[src/rtl/jump_sequencer_if.sv]
// Strobe/layer bus between the jump sequencer and the blocks layer stack.
// The sequencer is the master; blocks returns jump_fail.
interface jump_sequencer_if;
    logic       jump_left;
    logic       jump_right;
    logic       load_layer;
    logic [0:6] layer_map;
    logic [0:6] block_type;
    logic       jump_fail;

    modport master (
        output jump_left, jump_right, load_layer, layer_map, block_type,
        input  jump_fail
    );

    modport slave (
        input  jump_left, jump_right, load_layer, layer_map, block_type,
        output jump_fail
    );
endinterface

[src/rtl/jump_sequencer.sv]
// Game-flow controller: initial stack fill, jump request handling, shift wait,
// LFSR-generated layer loads, score counting and game-over latch.
module jump_sequencer #(
    parameter int unsigned NUM_LAYERS = 5,
    parameter int unsigned SHIFT_MS   = 200,
    parameter logic [15:0] LFSR_SEED  = 16'hACE1
) (
    input  logic                     clk,
    input  logic                     rst,
    input  logic                     module_en,
    input  logic                     one_ms_tick,
    input  logic                     btn_left,
    input  logic                     btn_right,
    jump_sequencer_if.master         blk,
    output logic                     busy,
    output logic                     game_over,
    output logic [15:0]              score
);

    localparam int unsigned FW = $clog2(2 * NUM_LAYERS + 1);
    localparam int unsigned CW = $clog2(SHIFT_MS + 1);

    typedef enum logic [2:0] {
        IDLE, FILL, READY, JUMP, CHECK, SHIFT, LOAD, OVER
    } state_t;

    state_t        state_q, state_d;
    logic [FW-1:0] fill_q, fill_d;
    logic [CW-1:0] cnt_q, cnt_d;
    logic [15:0]   lfsr_q, lfsr_d;
    logic [15:0]   score_q, score_d;
    logic [1:0]    btn_q, btn_d;
    logic [1:0]    rise_q, rise_d;
    logic          jump_left_q, jump_left_d;
    logic          jump_right_q, jump_right_d;
    logic          load_layer_q, load_layer_d;
    logic [0:6]    layer_map_q, layer_map_d;
    logic [0:6]    block_type_q, block_type_d;
    logic          busy_q, busy_d;
    logic          game_over_q, game_over_d;

    logic [0:6]    map_new, type_new;
    logic [2:0]    k;

    // Candidate layer; column k is forced safe so a landing spot always exists
    always_comb begin
        k        = (lfsr_q[2:0] == 3'd7) ? 3'd0 : lfsr_q[2:0];
        map_new  = lfsr_q[15:9];
        type_new = lfsr_q[8:2];
        map_new[k]  = 1'b1;
        type_new[k] = 1'b1;
    end

    always_comb begin
        state_d      = state_q;
        fill_d       = fill_q;
        cnt_d        = cnt_q;
        score_d      = score_q;
        jump_left_d  = 1'b0;
        jump_right_d = 1'b0;
        load_layer_d = 1'b0;
        layer_map_d  = layer_map_q;
        block_type_d = block_type_q;
        lfsr_d       = {lfsr_q[14:0], lfsr_q[15] ^ lfsr_q[13] ^ lfsr_q[12] ^ lfsr_q[10]};
        btn_d        = {btn_left, btn_right};
        rise_d       = btn_d & ~btn_q;

        case (state_q)
            IDLE: begin
                state_d = FILL;
                fill_d  = '0;
            end
            FILL: begin
                load_layer_d = ~fill_q[0];
                fill_d       = fill_q + FW'(1);
                if (fill_q == FW'(2 * NUM_LAYERS - 1))
                    state_d = READY;
            end
            READY: begin
                // Simultaneous edges on both buttons are deliberately ignored
                if (rise_q == 2'b10) begin
                    state_d     = JUMP;
                    jump_left_d = 1'b1;
                end else if (rise_q == 2'b01) begin
                    state_d      = JUMP;
                    jump_right_d = 1'b1;
                end
            end
            JUMP: state_d = CHECK;
            CHECK: begin
                if (blk.jump_fail) begin
                    state_d = OVER;
                end else begin
                    state_d = SHIFT;
                    cnt_d   = '0;
                    if (score_q != 16'hFFFF)
                        score_d = score_q + 16'd1;
                end
            end
            SHIFT: begin
                if (one_ms_tick) begin
                    if (cnt_q == CW'(SHIFT_MS - 1)) begin
                        state_d      = LOAD;
                        load_layer_d = 1'b1;
                    end else begin
                        cnt_d = cnt_q + CW'(1);
                    end
                end
            end
            LOAD:    state_d = READY;
            OVER:    state_d = OVER;
            default: state_d = IDLE;
        endcase

        if (load_layer_d) begin
            layer_map_d  = map_new;
            block_type_d = type_new;
        end

        busy_d      = (state_d != READY);
        game_over_d = (state_d == OVER);
    end

    always_ff @(posedge clk) begin
        if (rst || !module_en) begin
            state_q      <= IDLE;
            fill_q       <= '0;
            cnt_q        <= '0;
            score_q      <= '0;
            btn_q        <= '0;
            rise_q       <= '0;
            jump_left_q  <= 1'b0;
            jump_right_q <= 1'b0;
            load_layer_q <= 1'b0;
            layer_map_q  <= '0;
            block_type_q <= '0;
            busy_q       <= 1'b1;
            game_over_q  <= 1'b0;
            // LFSR only reseeds on rst; a disable merely freezes it
            if (rst)
                lfsr_q <= LFSR_SEED;
        end else begin
            state_q      <= state_d;
            fill_q       <= fill_d;
            cnt_q        <= cnt_d;
            score_q      <= score_d;
            btn_q        <= btn_d;
            rise_q       <= rise_d;
            jump_left_q  <= jump_left_d;
            jump_right_q <= jump_right_d;
            load_layer_q <= load_layer_d;
            layer_map_q  <= layer_map_d;
            block_type_q <= block_type_d;
            busy_q       <= busy_d;
            game_over_q  <= game_over_d;
            lfsr_q       <= lfsr_d;
        end
    end

    assign blk.jump_left  = jump_left_q;
    assign blk.jump_right = jump_right_q;
    assign blk.load_layer = load_layer_q;
    assign blk.layer_map  = layer_map_q;
    assign blk.block_type = block_type_q;
    assign busy           = busy_q;
    assign game_over      = game_over_q;
    assign score          = score_q;

endmodule

[src/flat_wrapper.sv]
// flat-port wrapper written by rule: the top's interface ports become plain ports
module jump_sequencer_flat 
#(
    parameter int unsigned NUM_LAYERS = 5,
    parameter int unsigned SHIFT_MS   = 200,
    parameter logic [15:0] LFSR_SEED  = 16'hACE1
)
  (clk, rst, module_en, one_ms_tick, btn_left, btn_right, busy, game_over, score, blk_jump_left, blk_jump_right, blk_load_layer, blk_layer_map, blk_block_type, blk_jump_fail);
  jump_sequencer_if blk_i ();
  input  logic clk;
  input  logic rst;
  input  logic module_en;
  input  logic one_ms_tick;
  input  logic btn_left;
  input  logic btn_right;
  output logic busy;
  output logic game_over;
  output logic [15:0] score;
  output wire logic [$bits(blk_i.jump_left)-1:0] blk_jump_left;
  output wire logic [$bits(blk_i.jump_right)-1:0] blk_jump_right;
  output wire logic [$bits(blk_i.load_layer)-1:0] blk_load_layer;
  output wire logic [$bits(blk_i.layer_map)-1:0] blk_layer_map;
  output wire logic [$bits(blk_i.block_type)-1:0] blk_block_type;
  input wire logic [$bits(blk_i.jump_fail)-1:0] blk_jump_fail;
  assign blk_jump_left = blk_i.jump_left;
  assign blk_jump_right = blk_i.jump_right;
  assign blk_load_layer = blk_i.load_layer;
  assign blk_layer_map = blk_i.layer_map;
  assign blk_block_type = blk_i.block_type;
  assign blk_i.jump_fail = blk_jump_fail;
  jump_sequencer #(.NUM_LAYERS(NUM_LAYERS), .SHIFT_MS(SHIFT_MS), .LFSR_SEED(LFSR_SEED)) u_core (.clk(clk), .rst(rst), .module_en(module_en), .one_ms_tick(one_ms_tick), .btn_left(btn_left), .btn_right(btn_right), .blk(blk_i), .busy(busy), .game_over(game_over), .score(score));
endmodule
[config.mk]
export PLATFORM = sky130hd
export DESIGN_NAME = jump_sequencer_flat
export DESIGN_NICKNAME = d
export VERILOG_FILES = /design/src/rtl/jump_sequencer_if.sv /design/src/rtl/jump_sequencer.sv /design/src/flat_wrapper.sv
export SDC_FILE = /design/constraint.sdc
export NUM_CORES = 1
export LEC_CHECK = 0
export ABC_AREA = 0
export BUFFER_PORTS_ARGS = -buffer_cell sky130_fd_sc_hd__buf_2
export CAP_MARGIN = 30
export CORE_MARGIN = 2
export CORE_UTILIZATION = 40
export DETAILED_ROUTE_END_ITERATION = 7
export GPL_TIMING_DRIVEN = 0
export PLACE_DENSITY = 0.61
export SLEW_MARGIN = 30
export SYNTH_ARGS = -nofsm -noshare
export SYNTH_HDL_FRONTEND = slang
export SYNTH_SLANG_ARGS = --single-unit
[constraint.sdc]
create_clock -name clk -period 2 [get_ports clk]
set_input_delay 0.4 -clock clk [delete_from_list [all_inputs] [get_ports clk]]
set_output_delay 0.4 -clock clk [all_outputs]
set_load 0.02 [all_outputs]
==> results.cfg <==
[pwr]
switchingPower_uw = 667
clkPwrFrac = 0.390
intPower_uw = 2110
power_frac_comb = 0.069
power_frac_seq = 0.541
p_leak_uw = 0.00140
ir_drop_mv = 0.287
swShare = 0.240
p_per_area_nw_per_um2 = 731

[logic_synthesis]
synth-main-ff-cell = dfxtp_1
synth-edff-count = 16
synth.cell_area_um2 = 3170
synthArstFlopShare = 0
syn_inst = 332
yosysTopAreaCellShare = 0.341
yosys.area.top_type = dfxtp_1
synth_area_leaders = dfxtp_1 (34%), edfxtp_1 (15%), a21oi_1 (5.5%), and2_1 (2.8%), nand2_1 (2.7%)
synth.net_count = 343
synth.distinct_cells = 52
ys.warnings.count = 0
synth-seq-cells = 70
yosysSeqAreaShare = 0.493
avgSynthCellArea_um2 = 9.55

[sta]
timing.final.max_slew_violations = 0
final_hold_viol_count = 0
period_share = 0.988
timing.hold.ws_ns = 0.276
rsz0062_at_grt = true
worst_pin_slew_ns = 0.615
max_freq_ghz = 0.506
skew_ns = 0.0129
finalCriticalPeriod_ns = 1.98
slew_headroom = 0.589
setup_viol = 0

[die]
die_w_um = 93.0
dieArea_um2 = 8650
die_h_um = 93.0
core_um2 = 7690
num_rows = 32
io_pins = 42
start_util = 0.412

[setup_path]
endpoint_kind = flop
critPathArrivalTime_ns = 2.19
slowest_stage = or4b_4
worstPathCellList = or4b_4 -> o32ai_4 -> and2_4 -> clkbuf_16 -> a211oi_1
slowest_delay_ns = 0.57
critPathKind = flop to flop
path_max_fanout = 6
start_kind = flop
required_ns = 2.21

[placed_design]
portBuffers = 41
gp_congestion = 0.801
place_area_um2 = 3500
dp_hpwl_um = 5160
place_inst = 475

[global_route]
antenna_found_initial = 0
grt_max_degree = 17
grt_pass1_vias = 2538
overflow = 0
grt_pass1_wl_um = 12400
grt_use_total = 0.181

[clock_network]
clock_path_buffers = 2
clkLatencyLatePin_ns = 0.34
cts.sinks = 70
clockRootBuffer = clkbuf_8
cts_tree = built
numCtsBuffers = 9
postCtsHoldBufs = 0
h-tree-depth = 3
clk_pin_slew_worst_paths_ns = 0.08

[detailed_routing]
antenna_left = 0
viasPerCell = 5.40
drc = 0
wl_per_cell_um = 15.1
drt-initial-drc-count = 128
vias = 2685
firstDrtPassIters = 4
routed_wl_um = 7520

[flow_run]
maxCapViolations = 0

[layout]
insertedDiodeCount = 0
final_cell_mix = dfxtp_1 (52), buf_2 (43), a21oi_1 (34), nand2_1 (23), nor2_1 (19)
layout.nets = 401
area_growth_pct = 19.8
fin_cells = 497
drive_gt1_frac = 0.215
final_util = 0.494
fin_area_um2 = 3800
final_common_cell = dfxtp_1

[status]
status = finished, final reports clean

[hold_path]
hp-class = input port to flop
==> metrics by stage <==
stage / setup WS [ns] / setup TNS, ns / power, uW
after detailed placement: -0.131 / -0.978 / 1710
final: 0.0249 / 0 / 2780
after global placement: -0.0957 / -0.741 / 1710
after floorplan: 0.120 / 0 / 1650
after global routing: -0.0797 / -0.613 / 2900
after CTS: 0.00721 / 0 / 2790
==> worst max-delay path, delay by kind of cell (launching register included) <==
| family | cells | cell delay (ns) |
|---|---|---|
| AND/OR/NAND/NOR | 2 | 0.86 |
| AO/OA/AOI/OAI | 2 | 0.45 |
| flip-flops | 1 | 0.36 |
| buffers and inverters | 1 | 0.17 |
==> per-layer routing <==
metal  up-vias  global-route usage  wire length, um
li1       1350                   -                -
met3         4              0.0516              352
met5         -                   0                0
met2        60               0.290             3540
met1      1271               0.235             3580
met4         0              0.0588               46
==> cell type report <==
| type | count | area, um2 |
|---|---|---|
| Fill cell | 764 | 3890 |
| Sequential cell | 70 | 1570 |
| Multi-Input combinational cell | 237 | 1510 |
| Timing Repair Buffer | 49 | 283 |
| Clock buffer | 13 | 170 |
| Tap cell | 102 | 128 |
| Buffer | 19 | 108 |
| Clock inverter | 3 | 16.3 |
| Inverter | 4 | 15.0 |
==> cells in the mapped netlist (2+ instances only) <==
cell type  instances
nor3_1             4
o21ai_1            3
or3_1             10
o31ai_1            9
o311ai_0           3
nand3_1           10
o41ai_1            3
o2111ai_1          2
o21a_1             3
or4_1              9
nand2b_1          12
buf_6              2
dfxtp_1           54
and3_1             4
nor2b_1            4
buf_2              4
xor2_1             2
edfxtp_1          16
inv_1              3
a21oi_1           35
a21o_1             2
xnor2_1            2
or3b_2             2
a211oi_1          10
a31oi_1            3
or2_2              2
and4_1             4
o21ai_0           12
ha_1               4
clkbuf_1          13
and2_1            14
nor3b_1            7
nor2_1            19
nand4_1            6
nand2_1           23
==> power by group through the flow <==
stage          sequential (uW)  combinational, uW  clock [uW]
5_1_grt                   1510                211        1180
3_5_place_dp              1530                176           0
3_3_place_gp              1530                175           0
4_1_cts                   1500                177        1110
2_1_floorplan             1540                110           0
6_report                  1500                192        1080
==> cells by family (layout without fill, tap and decap cells) <==
kind of cell,Yosys count,count (layout),share of synthesized area
buf+inv,25,88,0.0395
xor+xnor,4,4,0.0111
mux,1,1,0.00316
compound gates,92,92,0.189
simple gates,136,136,0.249
fa+ha+maj,4,4,0.0158
flops,70,70,0.493
==> path summary, 6_finish.rpt <==
path | from | endpoint | slack (ns) | cells after the start
worst max-delay path | u_core.cnt_q[4] | u_core.blk.layer_map[3] | 0.02 | 5
worst min-delay path | btn_right | u_core.btn_q[0] | 0.28 | 2
worst max register to register | u_core.cnt_q[4] | u_core.blk.layer_map[3] | 0.02 | 5
worst min register to register | u_core.btn_q[0] | u_core.rise_q[0] | 0.38 | 1
==> sequential cells by signal, summed over array words and instances (netlist names), 2 cells and up <==
signal                 cells
u_core.lfsr_q             16
u_core.score              16
u_core.cnt_q               8
u_core.blk.block_type      7
u_core.blk.layer_map       7
u_core.fill_q              4
u_core.state_q             3
u_core.btn_q               2
u_core.rise_q              2
==> repair_timing <==
item / CTS / global route
cloned: 0 / 1
setup buffers: 1 / 6
setup endpoints to repair: 16 / 23
gates resized for setup: 0 / 18
pin swaps: 1 / 10
Power figures use the tool's default switching activity.
